File: config.mk
export PLATFORM = sky130hd
export DESIGN_NAME = s2p_lanes_param_flat
export DESIGN_NICKNAME = d
export VERILOG_FILES = /design/src/rtl/s2p_lanes_param_if.sv /design/src/rtl/s2p_lanes_param.sv /design/src/flat_wrapper.sv
export SDC_FILE = /design/constraint.sdc
export NUM_CORES = 1
export LEC_CHECK = 0
export CAP_MARGIN = 15
export CORE_MARGIN = 2
export CORE_UTILIZATION = 58
export DETAILED_ROUTE_END_ITERATION = 12
export HOLD_SLACK_MARGIN = 0.08
export PLACE_DENSITY = 0.92
export SETUP_SLACK_MARGIN = 0.3
export SLEW_MARGIN = 5
export SYNTH_ARGS = -nofsm -noshare
export SYNTH_HDL_FRONTEND = slang
export SYNTH_SLANG_ARGS = --single-unit
File: constraint.sdc
create_clock -name clk -period 5.4 [get_ports clk]
set_clock_uncertainty 0.1 [all_clocks]
set_input_delay 0.54 -clock clk [delete_from_list [all_inputs] [get_ports clk]]
set_output_delay 0.54 -clock clk [all_outputs]
set_load 0.02 [all_outputs]
File: src/rtl/s2p_lanes_param_if.sv
// Serial-in / parallel-out bundle for the multi-lane deserializer.
// Latency: none; this is wiring only.
// Backpressure: none; the sink must accept each one-cycle valid pulse.
interface s2p_lanes_param_if #(
  parameter int LANES = 4,
  parameter int WIDTH = 8
);
  logic                   enb;
  logic [LANES-1:0]       s_in;
  logic [1:0]             modo;
  logic                   dir;
  logic [LANES*WIDTH-1:0] p_out;
  logic                   valid;
  logic                   aligned;

  modport master (
    output enb, s_in, modo, dir,
    input  p_out, valid, aligned
  );

  modport slave (
    input  enb, s_in, modo, dir,
    output p_out, valid, aligned
  );
endinterface

File: src/rtl/s2p_lanes_param.sv
// Multi-lane serial-to-parallel deserializer with optional comma alignment on lane 0.
// Latency: p_out/valid update on the edge that samples a word's last bit.
// Backpressure: none; enb=0 or a hold mode freezes all state without losing bits.
module s2p_lanes_param #(
  parameter int               LANES = 4,
  parameter int               WIDTH = 8,
  parameter logic [WIDTH-1:0] COMMA = WIDTH'(8'hBC)
) (
  input  logic               clk,
  input  logic               rst,
  s2p_lanes_param_if.slave   bus
);

  localparam int             CW      = (WIDTH > 2) ? $clog2(WIDTH) : 1;
  localparam logic [CW-1:0]  CNT_MAX = CW'(WIDTH - 1);

  typedef enum logic {HUNT, LOCKED} state_t;

  state_t                 state_q, state_d;
  logic [CW-1:0]          cnt_q, cnt_d, cnt_inc;
  logic                   aligned_q, aligned_d;
  logic                   valid_q;
  logic                   load;
  logic                   shift;
  logic                   cnt_wrap;
  logic [WIDTH-1:0]       sr  [LANES];
  logic [WIDTH-1:0]       nsr [LANES];
  logic [LANES*WIDTH-1:0] nsr_flat;
  logic [LANES*WIDTH-1:0] p_out_q;

  assign shift    = bus.enb && (bus.modo == 2'b01 || bus.modo == 2'b10);
  assign cnt_wrap = (cnt_q == CNT_MAX);
  assign cnt_inc  = cnt_wrap ? '0 : cnt_q + CW'(1);

  // Next value of every lane register, including the bit sampled this edge.
  always_comb begin
    nsr_flat = '0;
    for (int i = 0; i < LANES; i++) begin
      if (bus.dir)
        nsr[i] = {bus.s_in[i], sr[i][WIDTH-1:1]};
      else
        nsr[i] = {sr[i][WIDTH-2:0], bus.s_in[i]};
      nsr_flat[i*WIDTH +: WIDTH] = nsr[i];
    end
  end

  always_comb begin
    state_d   = state_q;
    cnt_d     = cnt_q;
    aligned_d = aligned_q;
    load      = 1'b0;
    if (bus.enb) begin
      case (bus.modo)
        2'b01: begin
          // Free-run drops any lock but keeps the word phase.
          state_d   = HUNT;
          aligned_d = 1'b0;
          cnt_d     = cnt_inc;
          load      = cnt_wrap;
        end
        2'b10: begin
          if (state_q == HUNT) begin
            cnt_d = '0;
            if (nsr[0] == COMMA) begin
              state_d   = LOCKED;
              aligned_d = 1'b1;
            end
          end else begin
            cnt_d = cnt_inc;
            load  = cnt_wrap;
          end
        end
        default: ;
      endcase
    end
  end

  always_ff @(posedge clk or posedge rst) begin
    if (rst) begin
      state_q   <= HUNT;
      cnt_q     <= '0;
      aligned_q <= 1'b0;
      valid_q   <= 1'b0;
      p_out_q   <= '0;
      for (int i = 0; i < LANES; i++)
        sr[i] <= '0;
    end else begin
      state_q   <= state_d;
      cnt_q     <= cnt_d;
      aligned_q <= aligned_d;
      valid_q   <= load;
      if (shift) begin
        for (int i = 0; i < LANES; i++)
          sr[i] <= nsr[i];
      end
      if (load)
        p_out_q <= nsr_flat;
    end
  end

  assign bus.p_out   = p_out_q;
  assign bus.valid   = valid_q;
  assign bus.aligned = aligned_q;

endmodule

File: src/flat_wrapper.sv
// flat-port wrapper written by rule: the top's interface ports become plain ports
module s2p_lanes_param_flat 
#(
  parameter int               LANES = 4,
  parameter int               WIDTH = 8,
  parameter logic [WIDTH-1:0] COMMA = WIDTH'(8'hBC)
)
  (clk, rst, bus_enb, bus_s_in, bus_modo, bus_dir, bus_p_out, bus_valid, bus_aligned);
  s2p_lanes_param_if #(.LANES(LANES), .WIDTH(WIDTH)) bus_i ();
  input  logic clk;
  input  logic rst;
  input wire logic [$bits(bus_i.enb)-1:0] bus_enb;
  input wire logic [$bits(bus_i.s_in)-1:0] bus_s_in;
  input wire logic [$bits(bus_i.modo)-1:0] bus_modo;
  input wire logic [$bits(bus_i.dir)-1:0] bus_dir;
  output wire logic [$bits(bus_i.p_out)-1:0] bus_p_out;
  output wire logic [$bits(bus_i.valid)-1:0] bus_valid;
  output wire logic [$bits(bus_i.aligned)-1:0] bus_aligned;
  assign bus_i.enb = bus_enb;
  assign bus_i.s_in = bus_s_in;
  assign bus_i.modo = bus_modo;
  assign bus_i.dir = bus_dir;
  assign bus_p_out = bus_i.p_out;
  assign bus_valid = bus_i.valid;
  assign bus_aligned = bus_i.aligned;
  s2p_lanes_param #(.LANES(LANES), .WIDTH(WIDTH), .COMMA(COMMA)) u_core (.clk(clk), .rst(rst), .bus(bus_i));
endmodule
=== Word-level counts from Yosys, hierarchy flattened ===
Cells that the tools add are included.
Widths: inputs -> output; s select.

* Output and inout bits: 34
* Word-level logic and storage cells: 37
* Flip-flop bits (word level): 70

* Mux-type cells: 16
* Add/sub/neg operators: 1
* Reduce and logical (&&, ||, !) cells: 5
* Equality and inequality tests: 6

{| class="wikitable"
|+ Operators with widths
! operator !! count
|-
| $mux 8 || 4
|-
| $eq 8x8->1 const B || 1
|-
| $mux 1 || 6
|-
| $mux 3 || 2
|-
| $pmux 1 s2 || 3
|-
| $pmux 3 s2 || 1
|-
| $ne 2x2->1 const B || 2
|-
| $reduce_and 4->1 || 1
|-
| $add 3x1->3 const B || 1
|-
| $eq 3x3->1 const B || 1
|-
| $eq 2x1->1 const B || 1
|-
| $eq 2x2->1 const B || 1
|-
| $reduce_and 2->1 || 1
|-
| $reduce_bool 2->1 || 1
|-
| $logic_and 1x1->1 || 1
|-
| $logic_or 1x1->1 || 1
|}

=== Depth between registers and ports, before layout ===
* Depth after elaboration: 5
* Depth in mapped cells: 9
* Mapped depth without buffers: 6

=== Worst setup path before layout ===
No wires, ideal clock.

* Path kind: input to register
* Start: input port bus_modo[0]
* End: register u_core.p_out_q[16], in the netlist u_core.bus.p_out[16]
* Buffers on the path: 3
* Stages on the path: 9
* Arrival time: 1.877 ns
* Setup time: 0.134 ns
* Slack: 3.289 ns
* Cells stage by stage: inv_1 > ha_1 > nand2b_1 > buf_2 > or3b_1 > buf_4 > buf_6 > nand2_1 > o21ai_0

* Word-level cells in the longest chain between the ends: 3

{| class="wikitable"
|+ Ends and longest elaborated chain
! element !! RTL line !! source
|-
| from (decl) || flat_wrapper.sv:14 || <nowiki>input wire logic [$bits(bus_i.modo)-1:0] bus_modo;</nowiki>
|-
| $eq 2x2->1 / $eq 2x1->1 (equally long branches) || s2p_lanes_param.sv:53 || <nowiki>case (bus.modo)</nowiki>
|-
| $pmux 1 s2 (*) || s2p_lanes_param.sv:53 ||
|-
| $mux 1 (*) || s2p_lanes_param.sv:52 || <nowiki>if (bus.enb) begin</nowiki>
|-
| to (signal assigned) || s2p_lanes_param.sv:97 || <nowiki>p_out_q <= nsr_flat;</nowiki>
|-
| to (decl) || s2p_lanes_param.sv:29 || <nowiki>logic [LANES*WIDTH-1:0] p_out_q;</nowiki>
|}

Mark *: on every way between the ends. The rest lies on a longest branch, timed or not.
A chain may end at the register's enable or synchronous reset.

=== Worst setup path in the final report ===
* Start: input port bus_modo[0]
* End: register u_core.p_out_q[13], in the netlist u_core.bus.p_out[13]

The elaborated chain is that of the path after synthesis.

==> impl_metrics.prom <==
# TYPE chip_impl_metric gauge
chip_impl_info{name="outcome",value="completed"} 1
chip_impl_metric{name="clk_latency",unit="ps"} 340
chip_impl_metric{name="synth-simple-area-share",unit="%"} 11.0
chip_impl_metric{name="final_net_count",unit=""} 331
chip_impl_metric{name="cells_on_worst_reg2reg_path",unit=""} 6
chip_impl_metric{name="netlist_area_pre_place",unit="sq um"} 2980
chip_impl_metric{name="grt_util_met3",unit="%"} 3.57
chip_impl_info{name="tritoncts",value="built"} 1
chip_impl_metric{name="final_hold_viol_count",unit=""} 0
chip_impl_metric{name="route.detailed.drc",unit=""} 0
chip_impl_metric{name="pwr_density_cell",unit="nW/um^2"} 373
chip_impl_metric{name="postCtsHoldBufs",unit=""} 0
chip_impl_metric{name="place_congestion",unit=""} 0.763
chip_impl_metric{name="setup-violations-final",unit=""} 0
chip_impl_info{name="layout.cells.most_common_list",value="dfrtp_1, nand2_1, o21ai_0"} 1
chip_impl_metric{name="total_leakage_power",unit="nW"} 1.67
chip_impl_metric{name="drt_first_pass_iters",unit=""} 4
chip_impl_metric{name="maxCapViolCount",unit=""} 0
chip_impl_metric{name="grt_first_pass_wirelength",unit="um"} 9110
chip_impl_metric{name="num_clock_sinks",unit=""} 70
chip_impl_metric{name="cp_max_fo",unit=""} 72
chip_impl_metric{name="num-fill-cells",unit=""} 358
chip_impl_metric{name="layout-drive-gt1-share",unit="%"} 7.14
chip_impl_metric{name="synth_mux_area_share",unit="%"} 11.5
chip_impl_metric{name="detail_route.iter0.violations",unit=""} 180
chip_impl_metric{name="dp_hpwl",unit="um"} 3410
chip_impl_metric{name="vias_per_cell",unit=""} 5.39
chip_impl_metric{name="core.rowCount",unit=""} 26
chip_impl_metric{name="route.detailed.wl_per_inst",unit="um"} 13.8
chip_impl_info{name="path_class_of_the_lowest_slack_min_delay_path",value="reg -> reg"} 1
chip_impl_info{name="worstSetupPathType",value="in -> reg"} 1
chip_impl_metric{name="via_count",unit=""} 2113
chip_impl_info{name="holdCritStartpoint",value="u_core.bus.p_out[28]"} 1
chip_impl_metric{name="ios",unit=""} 44
chip_impl_info{name="critical_path.reg2reg.endpoint",value="u_core.bus.p_out[13]"} 1
chip_impl_metric{name="ant_nets",unit=""} 0
chip_impl_metric{name="layout_min_cycle_time",unit="ps"} 3340
chip_impl_info{name="timing.critical_path.cells",value="clkdlybuf4s50_1, inv_1, ha_1, nand2b_2, or3b_2, buf_16, nand2_1, o21ai_1"} 1
chip_impl_metric{name="p_comb_share",unit="%"} 15.8
chip_impl_metric{name="cts_inserted_buffers",unit=""} 9
chip_impl_metric{name="post_synth.cell_area_avg",unit="sq um"} 10.7
chip_impl_metric{name="ys_ff_latch",unit=""} 70
chip_impl_metric{name="complex_gate_fraction_of_the_synthesized_area",unit="%"} 12.5
chip_impl_metric{name="synth_xor_area_share",unit="%"} 0
chip_impl_info{name="layout_commonest_cell",value="dfrtp_1"} 1
chip_impl_metric{name="final.setup.tns",unit="ps"} 0
chip_impl_info{name="setup.worst_path.start_class",value="input pin"} 1
chip_impl_metric{name="antenna_cells",unit=""} 0
chip_impl_metric{name="clk_pin_slew_worst_paths",unit="ps"} 70
chip_impl_metric{name="fp.dieArea",unit="sq um"} 5730
chip_impl_info{name="gr-max-usage-layer",value="met2"} 1
chip_impl_metric{name="via_count_of_the_first_global_routing_pass",unit=""} 1959
chip_impl_metric{name="flow.area_growth_from_synthesis",unit="%"} 21.7
chip_impl_metric{name="worst_hold_path.num_cells",unit=""} 2
chip_impl_info{name="main_combinational_cell_family_by_area_after_synthesis",value="compound AO/OA/AOI/OAI gates"} 1
chip_impl_metric{name="numPortBuffers",unit=""} 43
chip_impl_metric{name="synth_adder_area_share",unit="%"} 1.68
chip_impl_metric{name="cpPeakStageDelay",unit="ps"} 950
chip_impl_metric{name="total_power",unit="mW"} 1.36
chip_impl_metric{name="cts_post_setup_buffers_inserted",unit=""} 0
chip_impl_metric{name="final_wirelength",unit="um"} 5430
chip_impl_metric{name="cts_max_level",unit=""} 3
chip_impl_metric{name="floorplan.die.width",unit="um"} 75.7
chip_impl_metric{name="worst_slew_pin_slew",unit="ps"} 1070
chip_impl_metric{name="yosys_warnings",unit=""} 0
chip_impl_metric{name="post_synth_num_cell_types",unit=""} 28
chip_impl_metric{name="critical_path_required",unit="ps"} 5510
chip_impl_metric{name="met2_usage",unit="%"} 33.5
chip_impl_metric{name="postCtsResizedCells",unit=""} 0
chip_impl_metric{name="grt_overflow",unit=""} 0
chip_impl_metric{name="syn_inst",unit=""} 280
chip_impl_metric{name="reg2reg_slack",unit="ps"} 3270
chip_impl_metric{name="initial_utilization",unit="%"} 59.2
chip_impl_metric{name="synth.net_count",unit=""} 294
chip_impl_metric{name="synth_seq_area_share",unit="%"} 58.7
chip_impl_metric{name="core_area",unit="sq um"} 5040
chip_impl_info{name="cpMaxStageDelayCell",value="or3b_2"} 1
chip_impl_info{name="reg2reg_start",value="u_core.cnt_q[0]"} 1
chip_impl_metric{name="power.switching",unit="mW"} 0.383
chip_impl_metric{name="p_int",unit="mW"} 0.972
chip_impl_metric{name="layout_worst_path_cycle_share",unit="%"} 61.8
chip_impl_metric{name="netSwitchingFraction",unit="%"} 28.3
chip_impl_metric{name="clock.fmax",unit="MHz"} 300
chip_impl_metric{name="grt_max_degree",unit=""} 73
chip_impl_metric{name="timing_max_transition_violations_final",unit=""} 0
chip_impl_metric{name="max-slew-margin-rel",unit="%"} 28.9
chip_impl_info{name="cp-end-kind",value="flop"} 1
chip_impl_metric{name="met1_usage",unit="%"} 29.6
chip_impl_info{name="rsz0062_at_grt",value="false"} 1
chip_impl_metric{name="clock_power_share",unit="%"} 33.9
chip_impl_metric{name="critPathArrivalTime",unit="ps"} 3450
chip_impl_metric{name="grtUsageTotal",unit="%"} 21.6
chip_impl_metric{name="cts_buffer_depth",unit=""} 2
chip_impl_info{name="cts-root-buf",value="clkbuf_8"} 1
chip_impl_metric{name="initial_antenna_violation_count",unit=""} 0
chip_impl_metric{name="fp.dieH",unit="um"} 75.7
chip_impl_metric{name="power_frac_seq",unit="%"} 50.3
chip_impl_info{name="whs_endpoint",value="u_core.bus.p_out[28]"} 1
chip_impl_metric{name="worst_vdd_ir",unit="mV"} 0.284
critical path: cells and delay by family:
family,cells,cell delay [ps]
AO/OA/AOI/OAI,1,60
adder cells (fa/ha/maj),1,290
buffers and inverters,3,820
AND/OR/NAND/NOR,3,1730
cells in the mapped netlist:
master / number / area [sq um]
buf_4: 1 / 7.51
nor4_1: 1 / 6.26
o21a_1: 1 / 7.51
nand2_1: 67 / 251
a21oi_1: 1 / 5.00
buf_6: 6 / 67.6
and3_1: 1 / 6.26
nand3b_1: 1 / 7.51
or3b_1: 1 / 8.76
mux2_2: 1 / 11.3
inv_1: 4 / 15.0
or4b_1: 1 / 10.0
a32o_1: 1 / 10.0
mux2i_1: 33 / 330
o21ai_1: 19 / 95.1
nand4b_1: 2 / 17.5
ha_1: 4 / 50.1
dfrtp_1: 70 / 1750
nor2b_1: 1 / 6.26
a21o_1: 1 / 7.51
buf_1: 1 / 3.75
buf_2: 4 / 20.0
nor2_1: 2 / 7.51
o21ai_0: 46 / 230
clkbuf_1: 7 / 26.3
a22o_1: 1 / 8.76
o31ai_1: 1 / 7.51
nand2b_1: 1 / 6.26
layout make-up:
type                    count  area [sq um]  area share (%)
clock buffers              10           138            3.79
repair buffers             45           460            12.7
inverters                   4          15.0           0.414
flip-flops and latches     70          1750            48.2
well taps                  70          87.6            2.41
multi-input cells         187          1090            30.1
clock inverters             6          85.1            2.34
worst max-delay path by stage:
stage / cells after the start / start / slack [ps] / to
after CTS: 7 / bus_modo[0] / 1920 / u_core.bus.p_out[16]
after global placement: 7 / bus_modo[0] / 1710 / u_core.bus.p_out[16]
after global routing: 8 / bus_modo[0] / 1820 / u_core.bus.p_out[13]
final: 8 / bus_modo[0] / 2060 / u_core.bus.p_out[13]
after floorplan: 1 / rst / 2990 / u_core.bus.aligned
after detailed placement: 7 / bus_modo[0] / 1600 / u_core.bus.p_out[16]
logic make-up after synthesis:
kind of cell               count (synthesis)
DFF                                       70
AOI/OAI and AO/OA                         71
and+or+nand+nor                           78
muxes                                     34
buffers and inverters                     23
adders and majority gates                  4
stage by stage:
stage / util (%) / cells / hold slack, ps / setup slack, ps / instance area [sq um]
3_5_place_dp: 67.0 / 375 / 372 / 1600 / 3380
4_1_cts: 71.5 / 391 / 387 / 1920 / 3600
3_3_place_gp: 67.0 / 375 / 362 / 1710 / 3380
6_report: 72.0 / 392 / 376 / 2060 / 3630
2_1_floorplan: - / 280 / 349 / 2990 / 2980
5_1_grt: 72.0 / 392 / 405 / 1820 / 3630
routing by layer:
layer	part of all wire (%)	up-vias
li1	-	1033
met1	45	1010
met2	48	51
met3	4.4	19
met4	2.8	0
met5	0	-
power by group through the flow:
| stage | combinational [mW] | clock, mW | sequential [mW] |
|---|---|---|---|
| 3_3_place_gp | 0.197 | 0 | 0.683 |
| 5_1_grt | 0.247 | 0.491 | 0.693 |
| 3_5_place_dp | 0.211 | 0 | 0.689 |
| 6_report | 0.214 | 0.460 | 0.682 |
| 4_1_cts | 0.215 | 0.466 | 0.681 |
| 2_1_floorplan | 0.141 | 0 | 0.680 |
state kept, by name, indices dropped and copies added, names as in the netlist:
| name | count |
|---|---|
| u_core.bus.valid | 1 |
| u_core.sr | 32 |
| u_core.bus.p_out | 32 |
| u_core.cnt_q | 3 |
| u_core.state_q | 1 |
| u_core.bus.aligned | 1 |
(Power assumes the default switching activity.)
